## config.mk

```make
export PLATFORM = sky130hd
export DESIGN_NAME = timer_1ms
export DESIGN_NICKNAME = d
export VERILOG_FILES = /design/src/rtl/timer_pkg.sv /design/src/rtl/timer_1ms_lfsr16.sv /design/src/rtl/timer_1ms.sv
export SDC_FILE = /design/constraint.sdc
export NUM_CORES = 1
export LEC_CHECK = 0
export CAP_MARGIN = 20
export CORE_MARGIN = 8
export CORE_UTILIZATION = 55
export DETAILED_ROUTE_END_ITERATION = 10
export PLACE_DENSITY_LB_ADDON = 0.05
export SLEW_MARGIN = 30
export SYNTH_ARGS = -nofsm -noshare
export SYNTH_HDL_FRONTEND = slang
export SYNTH_SLANG_ARGS = --single-unit
export TNS_END_PERCENT = 100
```

## constraint.sdc

```tcl
create_clock -name Clk -period 4.25 [get_ports Clk]
set_input_delay 1.275 -clock Clk [delete_from_list [all_inputs] [get_ports Clk]]
set_output_delay 1.275 -clock Clk [all_outputs]
set_load 0.05 [all_outputs]
```

## src/rtl/timer_pkg.sv

```systemverilog
// Shared definitions for the timer_1ms timebase: LFSR geometry, constant
// functions used at elaboration, and the cycles-per-tick helper.
package timer_pkg;

  localparam int LFSR_W = 16;

  typedef logic [LFSR_W-1:0] lfsr_t;

  // Galois taps for x^16+x^14+x^13+x^11+1 (right-shifting form).
  localparam lfsr_t LFSR_MASK = 16'hB400;
  localparam lfsr_t LFSR_SEED = 16'h0001;

  // One step of the right-shifting Galois LFSR.
  function automatic lfsr_t lfsr_next(input lfsr_t s);
    lfsr_t nxt;
    nxt = s >> 1;
    if (s[0]) begin
      nxt = nxt ^ LFSR_MASK;
    end
    return nxt;
  endfunction

  // LFSR state reached after n steps from the seed; used to find the
  // terminal state that corresponds to a binary count of n.
  function automatic lfsr_t lfsr_state_after(input int unsigned n);
    lfsr_t s;
    s = LFSR_SEED;
    for (int unsigned i = 0; i < n; i++) begin
      s = lfsr_next(s);
    end
    return s;
  endfunction

  // Number of system clocks in one tick period.
  function automatic int unsigned cycles_per_tick(input int unsigned clk_freq_hz,
                                                  input int unsigned period_us);
    return clk_freq_hz / 1_000_000 * period_us;
  endfunction

endpackage

```

## src/rtl/timer_1ms_lfsr16.sv

```systemverilog
// 16-bit Galois LFSR used as the period counter when TIMER_1MS_LFSR_EN is
// defined. Reset and load_seed both return it to the seed; advance steps it.
module lfsr16
  import timer_pkg::*;
(
  input  logic  Clk,
  input  logic  Rst,
  input  logic  load_seed,
  input  logic  advance,
  output lfsr_t state
);

  // Seed on reset or reload request, otherwise step when asked to advance.
  always_ff @(posedge Clk or posedge Rst) begin
    if (Rst) begin
      state <= LFSR_SEED;
    end else if (load_seed) begin
      state <= LFSR_SEED;
    end else if (advance) begin
      state <= lfsr_next(state);
    end
  end

endmodule

```

## src/rtl/timer_1ms.sv

```systemverilog
// Periodic one-cycle Tick strobe, once every CYCLES enabled clocks.
// Default build uses a binary up-counter; defining TIMER_1MS_LFSR_EN swaps in
// a 16-bit LFSR counter (lfsr16) with identical Tick timing.
// Dropping Enable restarts the period from the beginning.
module timer_1ms
  import timer_pkg::*;
#(
  parameter int unsigned CLK_FREQ_HZ    = 50_000_000,
  parameter int unsigned TICK_PERIOD_US = 1000
) (
  input  logic Enable,
  output logic Tick,
  input  logic Clk,
  input  logic Rst
);

  localparam int unsigned CYCLES = cycles_per_tick(CLK_FREQ_HZ, TICK_PERIOD_US);
  localparam int unsigned CNT_W  = $clog2(CYCLES);

  if (CYCLES < 2) begin : g_bad_cycles
    $error("timer_1ms: CYCLES must be at least 2");
  end

  logic at_terminal;

`ifdef TIMER_1MS_LFSR_EN

  localparam lfsr_t TERMINAL = lfsr_state_after(CYCLES - 1);

  lfsr_t lfsr_state;

  if (CYCLES > 65535 || CNT_W > LFSR_W) begin : g_bad_lfsr_len
    $error("timer_1ms: LFSR mode supports at most 65535 cycles per tick");
  end

  assign at_terminal = (lfsr_state == TERMINAL);

  lfsr16 u_lfsr (
    .Clk       (Clk),
    .Rst       (Rst),
    .load_seed (!Enable || at_terminal),
    .advance   (Enable && !at_terminal),
    .state     (lfsr_state)
  );

`else

  logic [CNT_W-1:0] count;

  assign at_terminal = (count == CNT_W'(CYCLES - 1));

  // Binary period counter: wraps at the terminal value, restarts when disabled.
  always_ff @(posedge Clk or posedge Rst) begin
    if (Rst) begin
      count <= '0;
    end else if (!Enable || at_terminal) begin
      count <= '0;
    end else begin
      count <= count + CNT_W'(1);
    end
  end

`endif

  // Tick fires on the edge where the counter wraps, only while enabled.
  always_ff @(posedge Clk or posedge Rst) begin
    if (Rst) begin
      Tick <= 1'b0;
    end else begin
      Tick <= Enable && at_terminal;
    end
  end

endmodule

```

==> impl.org <==
** Layout
- Number of filler instances in the final layout :: 119
- The count of cells in the finished layout, fillers not included, comes to 107.
- Ratio of cells with drive above 1 in the final layout :: 0.0659
- Post-layout nets :: 96
- The number of antenna diodes in the final layout is 0.
- Area growth from synthesis to layout :: 7.76%

** STA
- Peak Freq :: 0.371 GHz
- At the pin with the least slew margin, the transition time is 0.631 ns.
- The total count of hold-check failures in the final report was 0.
- Setup repair after global routing left no endpoint under its margin.
- Portion of the clock cycle consumed by the worst path in the final layout :: 0.635
- After layout, the minimum clock period comes to 2.70 ns.
- Post-layout worst setup margin :: 1.55 ns
- Max-slew violation count :: 0
- Across the routed clock network, the largest skew measured is 0.00183 ns.
- Total negative slack :: 0 ns
- Setup violations remaining at the end of the flow were counted as 0.
- The worst pin sits at a relative slew slack of 0.579.

** Drt
- Drt pass-1 iters :: 5
- DRC violation count after routing :: 0
- Wires add up to 1520 um.
- Vias per cell :: 5.60
- Across all layers, the routed design uses 599 vias.
- In this run, the number of DRC markers left after iteration 0 of detailed routing was 20.
- Once detail routing completed, the nets flagged for antenna violations numbered 0.
- Average routed wire per standard cell :: 14.2 um

** Clock tree
- Clock transition at the registers of the reported paths :: 0.10 ns
- Clock Path Buffers :: 2
- At the later pin of the worst-skew pair, clock insertion delay measures 0.29 ns.
- TritonCTS built the clock tree.
- The tree is rooted in a sky130_fd_sc_hd__clkbuf_4.
- Hold repair after CTS inserted 0 buffers.
- In this run, post-CTS repair resized a total of 0 instances.
- Counting the buffers created by CTS gives 3.
- In this run the post-CTS setup repair buffer count came out at 0.
- H-Tree Level Count :: 1
- CTS saw 17 sinks.

** Pwr
- For this design the static power due to leakage is 0.000344 uW.
- Dividing total power by cell area gives a power density of 296 mW/mm^2.
- Maximum VDD drop :: 0.000228 V

** Synth
- Post-synthesis instance total :: 85
- Net count of the mapped netlist :: 89
- The synthesized design contains 17 register bits.
- Count of different cell masters after synthesis :: 17
- The average instance in the mapped netlist occupies 9.86 sq um.
- The biggest area contributor in the post-synthesis netlist is sky130_fd_sc_hd__dfrtp_1.
- Share of the synthesized area in the top cell type :: 0.507
- Yosys attributes the largest share of cell area to sky130_fd_sc_hd__dfrtp_1 51%, sky130_fd_sc_hd__xnor2_1 14%, sky130_fd_sc_hd__nor2_1 9.0%.
- In this run the cell area of the synthesized design comes to 838 sq um.
- For this run, the register share of the synthesized area comes to 0.507.
- During synthesis, Yosys emitted a total of 0 warnings.

** Placed design
- Dpl ws :: 1.88 ns
- Final RePlAce weighted congestion :: 0.821
- Number of I/O port buffers :: 3
- Total half-perimeter wirelength after legalization and detailed placement :: 1080 um
- After detailed placement, the design holds a cell count of 103.

** Critical path
- Gate family responsible for the most delay along the worst path :: buffers and inverters
- Highest-delay cell along the critical path :: sky130_fd_sc_hd__clkdlybuf4s50_1
- Largest fanout on the critical path :: 1
- Crit path kind :: flip-flop to output port
- Together, buffers and inverters on the worst path number 1.
- Traced cell by cell, the critical path runs through clkdlybuf4s50_1.
- For the worst setup path, the data required time is 2.97 ns.
- Crit end category :: output port
- On the worst path, the slowest cell contributes a delay of 0.79 ns.
- CP Data Arrival Time :: 1.42 ns
- STA classifies the critical path startpoint as a flip-flop.

** Die
- Standard-cell rows :: 14
- The core region is 0.00147 sq mm.
- Die extent in x :: 55.0 um
- The floorplan step set the die height to 55.0 um.
- Starting utilization of the core area :: 0.570
- During I/O placement, the number of pins put on the boundary was 4.
- The die covers 0.00303 sq mm.

** Hold path
- The worst hold path belongs to the class flip-flop to flip-flop.

** GRT
- The number of antenna violations at the first check in global routing is 0.
- Vias in the first global route :: 617
- Total overflow reported by the global router :: 0
- Total GRT Usage :: 0.120
- The first global-routing pass estimated 2640 um of wire.
- Entering global routing, the biggest net connects 18 pins.

** Status
- The run finished with clean final reports.

** Job
- Max cap viols :: 0
cell usage after synthesis, drive strengths merged:
| library cell | count |
|---|---|
| buf | 1 |
| dfrtp | 17 |
| ha | 1 |
| inv | 6 |
| nand2 | 4 |
| nand3 | 4 |
| nand4 | 6 |
| nor2 | 20 |
| nor3 | 4 |
| nor4 | 4 |
| nor4b | 1 |
| nor4bb | 1 |
| o21ai | 1 |
| or4 | 1 |
| xnor2 | 13 |
| xor2 | 1 |
placed cells by master (no fill, tap or decap), types with 4 or more instances in the layout:
| cell | count |
|---|---|
| sky130_fd_sc_hd__nor4_1 | 4 |
| sky130_fd_sc_hd__nand4_1 | 6 |
| sky130_fd_sc_hd__inv_1 | 6 |
| sky130_fd_sc_hd__dfrtp_1 | 17 |
| sky130_fd_sc_hd__nor2_1 | 20 |
| sky130_fd_sc_hd__xnor2_1 | 13 |
| sky130_fd_sc_hd__nand2_1 | 4 |
| sky130_fd_sc_hd__nor3_1 | 4 |
final timing paths:
check	from	to	slack, ns	cells past startpoint
min reg2reg	count[0]	count[0]	0.49	1
min in group asynchronous	Rst	count[2]	1.35	2
max	Tick	Tick	1.55	1
max reg2reg	count[0]	count[14]	2.30	5
max in group asynchronous	Rst	count[10]	2.50	2
min	count[0]	count[0]	0.49	1
sequential cells by signal, summed over array words and instances, names as in the netlist:
name and cells:
Tick 1, count 16
final cells by class:
class	instances	area [sq um]	area share
repair buffers	3	30.0	0.0332
inverters	6	22.5	0.0249
well taps	16	20.0	0.0222
clock buffers	4	26.3	0.0291
flip-flops and latches	17	425	0.471
multi-input cells	61	379	0.420
report_power, final:
group | internal [uW] | switching [uW] | leakage (uW) | total, uW
registers | 164 | 2.47 | 0.000235 | 166
clock network | 36.6 | 51.9 | 0.0000150 | 88.5
logic | 4.38 | 7.93 | 0.0000935 | 12.3
cells by family after synthesis:
group	Yosys count	synth area share
buffers and inverters	7	0.0403
DFF	17	0.507
AOI/OAI and AO/OA	1	0.0194
xor gates and xnor gates	14	0.146
adders and majority gates	1	0.0149
and+or+nand+nor	45	0.272
stage by stage:
step / instance area [sq um] / power, uW / hold slack, ns / util
2_1_floorplan: 838 / 179 / 0.450 / -
3_3_place_gp: 877 / 182 / 0.482 / 0.596
3_5_place_dp: 877 / 183 / 0.489 / 0.596
4_1_cts: 903 / 269 / 0.502 / 0.614
5_1_grt: 903 / 278 / 0.537 / 0.614
6_report: 903 / 267 / 0.492 / 0.614
per-layer routing:
layer  vias to the layer above  track usage  routed length (um)
met1                       278        0.148                 691
met4                         0       0.0480                  23
met3                         4       0.0348                 113
met2                        20        0.192                 694
met5                         -            0                   0
li1                        297            -                   -
(Power assumes the default switching activity.)
